===== config.mk =====
export PLATFORM = sky130hd
export DESIGN_NAME = piso_transmitter
export DESIGN_NICKNAME = d
export VERILOG_FILES = /design/src/rtl/piso_pkg.sv /design/src/rtl/piso_hold_buffer.sv /design/src/rtl/piso_transmitter.sv
export SDC_FILE = /design/constraint.sdc
export NUM_CORES = 1
export LEC_CHECK = 0
export CAP_MARGIN = 20
export CORE_MARGIN = 1
export CORE_UTILIZATION = 46
export CTS_CLUSTER_SIZE = 25
export DETAILED_ROUTE_END_ITERATION = 8
export PLACE_DENSITY = 0.78
export RECOVER_POWER = 25
export SLEW_MARGIN = 20
export SYNTH_ARGS = -nofsm -noshare
export SYNTH_HDL_FRONTEND = slang
export SYNTH_SLANG_ARGS = --single-unit

===== constraint.sdc =====
create_clock -name clk -period 1.7 [get_ports clk]
set_input_delay 0.425 -clock clk [delete_from_list [all_inputs] [get_ports clk]]
set_output_delay 0.425 -clock clk [all_outputs]
set_load 0.02 [all_outputs]

===== src/rtl/piso_pkg.sv =====
// Shared types and helpers for the parallel-in/serial-out transmitter.
package piso_pkg;

    typedef enum logic {
        IDLE  = 1'b0,
        SHIFT = 1'b1
    } stateT;

    localparam int DEFAULT_WIDTH = 8;
    localparam int MAX_WIDTH     = 32;

    // Returns the bit sitting at the output end of a width-bit word.
    function automatic logic bitSel(input logic [MAX_WIDTH-1:0] word,
                                    input int width,
                                    input logic msbFirst);
        logic [MAX_WIDTH-1:0] aligned;
        aligned = word >> (width - 1);
        return msbFirst ? aligned[0] : word[0];
    endfunction

endpackage


===== src/rtl/piso_hold_buffer.sv =====
// One-entry holding register that lets the next word wait while a frame shifts out.
module piso_hold_buffer
    import piso_pkg::*;
#(
    parameter int WIDTH = DEFAULT_WIDTH
) (
    input  logic             clk,
    input  logic             reset,
    input  logic             write,
    input  logic [WIDTH-1:0] writeData,
    input  logic             read,
    output logic [WIDTH-1:0] readData,
    output logic             full
);

    logic [WIDTH-1:0] data;

    always_ff @(posedge clk) begin
        if (reset) begin
            full <= 1'b0;
        end else begin
            full <= write | (full & ~read);
        end
    end

    // Contents are only meaningful while full is set, so they need no reset.
    always_ff @(posedge clk) begin
        if (write) begin
            data <= writeData;
        end
    end

    assign readData = data;

endmodule


===== src/rtl/piso_transmitter.sv =====
// Parallel-in, serial-out transmitter with a ready/load handshake and gapless back-to-back frames.
module piso_transmitter
    import piso_pkg::*;
#(
    parameter int WIDTH      = DEFAULT_WIDTH,
    parameter bit MSB_FIRST  = 1'b1,
    parameter bit IDLE_LEVEL = 1'b0
) (
    input  logic             clk,
    input  logic             reset,
    input  logic [WIDTH-1:0] parallelIn,
    input  logic             load,
    output logic             ready,
    output logic             serialOut,
    output logic             serialValid,
    output logic             busy,
    output logic             frameEnd
);

    localparam int              CNT_W    = $clog2(WIDTH);
    localparam logic [CNT_W-1:0] LAST_CNT = CNT_W'(WIDTH - 1);

    stateT            state, stateNext;
    logic [CNT_W-1:0] bitCnt, bitCntNext;
    logic [WIDTH-1:0] shiftReg, shiftNext, shifted, bufData;
    logic             bufFull, bufWrite, bufRead, accept, lastBit;

    assign ready    = !bufFull;
    assign accept   = load && ready;
    assign lastBit  = (state == SHIFT) && (bitCnt == LAST_CNT);
    // A word accepted on the last bit goes straight into the shifter, not the buffer.
    assign bufWrite = accept && (state == SHIFT) && !lastBit;
    assign bufRead  = lastBit && bufFull;
    assign shifted  = MSB_FIRST ? {shiftReg[WIDTH-2:0], 1'b0} : {1'b0, shiftReg[WIDTH-1:1]};

    piso_hold_buffer #(.WIDTH(WIDTH)) holdBuffer (
        .clk       (clk),
        .reset     (reset),
        .write     (bufWrite),
        .writeData (parallelIn),
        .read      (bufRead),
        .readData  (bufData),
        .full      (bufFull)
    );

    always_comb begin
        stateNext  = state;
        bitCntNext = bitCnt;
        shiftNext  = shiftReg;
        case (state)
            IDLE: begin
                if (accept) begin
                    shiftNext  = parallelIn;
                    bitCntNext = '0;
                    stateNext  = SHIFT;
                end
            end
            SHIFT: begin
                if (!lastBit) begin
                    shiftNext  = shifted;
                    bitCntNext = bitCnt + 1'b1;
                end else if (bufFull) begin
                    shiftNext  = bufData;
                    bitCntNext = '0;
                end else if (accept) begin
                    shiftNext  = parallelIn;
                    bitCntNext = '0;
                end else begin
                    shiftNext  = shifted;
                    bitCntNext = '0;
                    stateNext  = IDLE;
                end
            end
            default: stateNext = IDLE;
        endcase
    end

    always_ff @(posedge clk) begin
        if (reset) begin
            state    <= IDLE;
            bitCnt   <= '0;
            shiftReg <= '0;
        end else begin
            state    <= stateNext;
            bitCnt   <= bitCntNext;
            shiftReg <= shiftNext;
        end
    end

    assign serialValid = (state == SHIFT);
    assign busy        = (state == SHIFT);
    assign frameEnd    = lastBit;
    assign serialOut   = (state == SHIFT) ? bitSel(MAX_WIDTH'(shiftReg), WIDTH, MSB_FIRST)
                                          : IDLE_LEVEL;

endmodule


**Word-level counts from Yosys, hierarchy flattened**

Index checks and enable logic that the tools add are counted.

- Register bits after elaboration: 21
- Input bits: 11
- Output and inout bits: 5
- Logic and storage cells: 32

- $add $sub $neg: 1
- Eq/ne operators: 2
- Multiplexer cells: 13
- Bitwise logic cells: 4
- Reduce and logical (&&, ||, !) cells: 7

Operator list:

| kind | number |
|---|---|
| 8-bit 2-to-1 mux | 4 |
| 8-bit case mux with 2 select lines | 1 |
| 3-bit 2-to-1 mux | 2 |
| 3-bit case mux with 2 select lines | 1 |
| 1-bit logical AND | 5 |
| 1-bit 2-to-1 mux | 4 |
| 3-bit by 1-bit adder with 3-bit output (second input constant) | 1 |
| 3-bit == test (second input constant) | 1 |
| 1-bit zero test | 2 |
| 2-bit inequality test (second input constant) | 1 |
| 1-bit inverter | 2 |
| 1-bit case mux with 2 select lines | 1 |
| 1-bit bitwise AND | 1 |
| 1-bit bitwise OR | 1 |

**Depth between registers and ports, before layout**

- Word-level depth: 6
- Depth in mapped cells: 7
- Depth with buffers taken out: 6

**Cells and area by module**

From an unflattened synthesis, not the netlist that was laid out.

- Cell total of the unflattened synthesis: 103
- Area total of the unflattened synthesis: 1046.0 µm²

Modules (own cells, without submodules):

| module | instances | cells each | area an instance (µm²) | seq. area each (µm²) |
|---|---|---|---|---|
| piso_transmitter | 1 | 91 | 767.0 | 240.2 |
| piso_hold_buffer | 1 | 12 | 279.0 | 260.2 |

**Least setup slack after synthesis**

No wires, ideal clock.

- Kind: reg2reg
- From: reg bitCnt[0]
- To: reg holdBuffer.data[0] (netlist: holdBuffer.readData[0]) (enable)
- Library setup time: 0.370 ns
- Data arrival time: 1.401 ns
- Required time: 1.330 ns
- Path slack: -0.072 ns
- Cell stages (with the launch flop): 6
- Buffers on the path: 1
- Clock period less this slack: 1.772 ns
- Path through: dfxtp_1 > ha_1 > ha_1 > clkbuf_1 > nand2b_1 > nor2_1

- Word-level cells in the longest chain between the ends: 4

Ends and longest elaborated chain:

| item | RTL line | text |
|---|---|---|
| from (decl) | piso_transmitter.sv:24 | `logic [CNT_W-1:0] bitCnt, bitCntNext;` |
| from (signal assigned) | piso_transmitter.sv:85 | `bitCnt <= bitCntNext;` |
| 3-bit == test | piso_transmitter.sv:30 | `assign lastBit = (state == SHIFT) && (bitCnt == LAST_CNT);` |
| 1-bit logical AND | piso_transmitter.sv:30 |  |
| 1-bit zero test | -- |  |
| 1-bit logical AND | piso_transmitter.sv:32 | `assign bufWrite = accept && (state == SHIFT) && !lastBit;` |
| via bufWrite | piso_transmitter.sv:26 | `logic bufFull, bufWrite, bufRead, accept, lastBit;` |
| to (signal assigned) | piso_hold_buffer.sv:29 | `data <= writeData;` |
| to (decl) | piso_hold_buffer.sv:16 | `logic [WIDTH-1:0] data;` |

The timed path passes the listed nets, and every way through them passes these cells.
A chain may end at the register's enable or synchronous reset.

**Final worst setup path**

- From: reg bitCnt[1]
- To: out frameEnd

- Word-level cells in the longest chain between the ends: 2

Ends and longest elaborated chain:

| item | RTL line | text |
|---|---|---|
| 3-bit == test | piso_transmitter.sv:30 |  |
| 1-bit logical AND | piso_transmitter.sv:30 |  |
| to (decl) | piso_transmitter.sv:17 | `output logic frameEnd` |

No other way between the ends.

==> results.txt <==
Min-delay worst type - flip-flop to flip-flop
Final hold vios - 0
Fmax - 597 MHz
DRC violations left - 0
CP top delay family - flip-flops
GRT Total Usage - 19.9%
Required time of the worst setup path - 1.27 ns
Post-synthesis cell area - 1030 um^2
Io pins - 16
Register area - 504 um^2
Core footprint - 2040 um^2
Clock latency on the worst-skew pair - 0.31 ns
Num rows - 16
CP bufs+invs - 1
Filler cells - 187
CP Class - flip-flop to output pin
Final ANT Viol Nets - 0
Vias per cell - 5.64
Routed wire length - 2.25 mm
Share of cells above drive strength 1 - 23.7%
GRT overflow - 0
Max-slew violations - 0
Wire per inst - 14.2 um
Final period util - 98.6%
Power per cell area - 763 nW/um^2
Least-Margin Pin Slew - 0.268 ns
Setup crit end kind - output pin
Synth warnings - 0
H-tree depth - 1
Root Buffer - clkbuf_4
Syn nets - 119
CP max FO - 2
WHS - 0.498 ns
Setup-failing EPs final - 0
Die width - 49.4 um
Drt first pass iters - 4
CTS tree - built
GR Util met3 - 4.05%
WP data arrival - 1.25 ns
GRT Max-Usage Layer - met2
Clock-pin slew on the worst setup and hold paths - 0.12 ns
Cell variety after synth - 27
Final core utilization - 65.2%
Port-buffer cells - 15
Total CTS buffers - 3
Most frequent cells in the layout - 17 x buf_4, 15 x nand2_1, 10 x dfxtp_1
Vias in the first global route - 834
First-pass GRT wire length - 3.66 mm
Seq/Total Area, Yosys - 48.5%
Avg Inst Size Synth - 9.74 um^2
P_leak - 0.511 nW
DP HPWL - 1.61 mm
Commonest non-fill, non-tap cell in the layout - buf_4
Nets - 145
Die Area - 2440 um^2
Cell mode on critical path - ha_4
Relative slew slack - 82.1%
Seq cells post-synth - 21
Post-Route Skew - 0.00976 ns
Worst IR Drop VDD - 599 uV
Die height - 49.4 um
Met1 GRT Util - 25.1%
Met2 Use GR - 32.0%
Initial antenna violation count - 0
Ant. Diodes - 0
Largest net degree at the start of global routing - 15
Number of sinks on the clock net - 21
Unrepaired setup endpoints after global routing - true
DR vias - 891
Slowest cell delay on critical path - 0.35 ns
Area of the multi-input gates - 484 um^2
# hold bufs at CTS - 0
DR iter-0 viols - 54
Final Critical Period - 1.68 ns
Initial core utilization - 50.6%
Element type at the critical path start - flip-flop
Max_cap viols - 0
Routability cong. - 0.835
Run status - completed
Critical Path Slowest Stage Cell - dfxtp_2
Crit path cell chain - ha_4, ha_4, and2_4, buf_6
Synth Instances - 106
Synth-to-Final Area Change - 29.0%
Clock tree buffer depth - 2
==> power by group <==
| part | leakage [nW] | internal [mW] | total, mW | switching, mW |
|---|---|---|---|---|
| sequential | 0.182 | 0.556 | 0.573 | 0.0171 |
| combinational | 0.312 | 0.0994 | 0.199 | 0.0996 |
| clock | 0.0177 | 0.0881 | 0.244 | 0.156 |
| total | 0.511 | 0.743 | 1.02 | 0.273 |
==> cell families (layout without fill, tap and decap cells) <==
logic type,after synthesis,count (layout),share of synthesized area (%)
AOI/OAI and AO/OA,32,32,23.5
and+or+nand+nor,38,38,18.3
adders and majority gates,2,2,2.42
buffers and inverters,13,38,7.27
DFF,21,21,48.5
==> area by class of cell <==
class                   count  share of cell area (%)
multi-input cells          72                    36.4
repair buffers             32                    20.6
flip-flops and latches     21                    37.9
inverters                   2                   0.564
clock inverters             1                   0.376
well taps                  27                    2.54
clock buffers               3                    1.69
==> timing repair <==
action / in CTS / in global routing
buffers inserted: 0 / 0
resized for setup: 8 / 9
endpoints found under the setup margin: 5 / 3
pin swaps: 0 / 3
hold endpoints to repair: 0 / 0
==> Yosys cell counts (all sizes together) <==
library cell	count	area (um^2)
nand2	15	56.3
dfxtp	13	260
a22o	8	70.1
and2	8	52.6
edfxtp	8	240
buf	7	52.5
nor2	7	26.3
a211oi	6	45.0
a311oi	6	52.6
a21oi	5	25.0
clkbuf	4	15.0
nor3	3	20.0
a31oi	2	12.5
ha	2	25.0
inv	2	7.51
nand2b	2	12.5
nor3b	2	15.0
o21ai	2	10.0
a21bo	1	10.0
a21o	1	7.51
a222oi	1	10.0
nor2b	1	6.26
==> per-stage QoR <==
step | worst slack [ns] | cell area (um^2) | setup TNS (ns) | instances | power, mW
finish | 0.0246 | 1330 | 0 | 158 | 1.02
global route | -0.0119 | 1330 | -0.0119 | 158 | 1.06
CTS | -0.0766 | 1300 | -0.0766 | 158 | 1.02
detailed placement | -0.119 | 1280 | -1.19 | 154 | 0.786
global placement | -0.0723 | 1280 | -0.788 | 154 | 0.779
floorplan | 0.0718 | 1030 | 0 | 106 | 0.699
==> per-layer routing <==
metal / part of all wire (%) / up-vias
met5: 0 / -
met4: 3.0 / 0
met3: 5.7 / 6
met2: 46 / 38
met1: 45 / 406
li1: - / 441
==> registers in the layout, indices dropped and copies added, names as in the netlist <==
register / count
bitCnt: 3
busy: 1
holdBuffer.full: 1
holdBuffer.readData: 8
shiftReg: 8
==> worst paths after layout <==
path,startpoint,to,slack [ns],cells after the start
max,bitCnt[1],frameEnd,0.02,4
min,shiftReg[1],shiftReg[2],0.50,2
max reg2reg,bitCnt[1],holdBuffer.readData[1],0.13,6
min reg2reg,shiftReg[1],shiftReg[2],0.50,2
==> worst reg2reg max path: stages, from the launching register on <==
cell and delay (ns):
dfxtp_2 0.35, ha_4 0.16, ha_4 0.15, buf_4 0.17, nand2b_1 0.18, nor2_2 0.12, buf_4 0.17
Note: power is estimated with default switching activity, not from simulation.
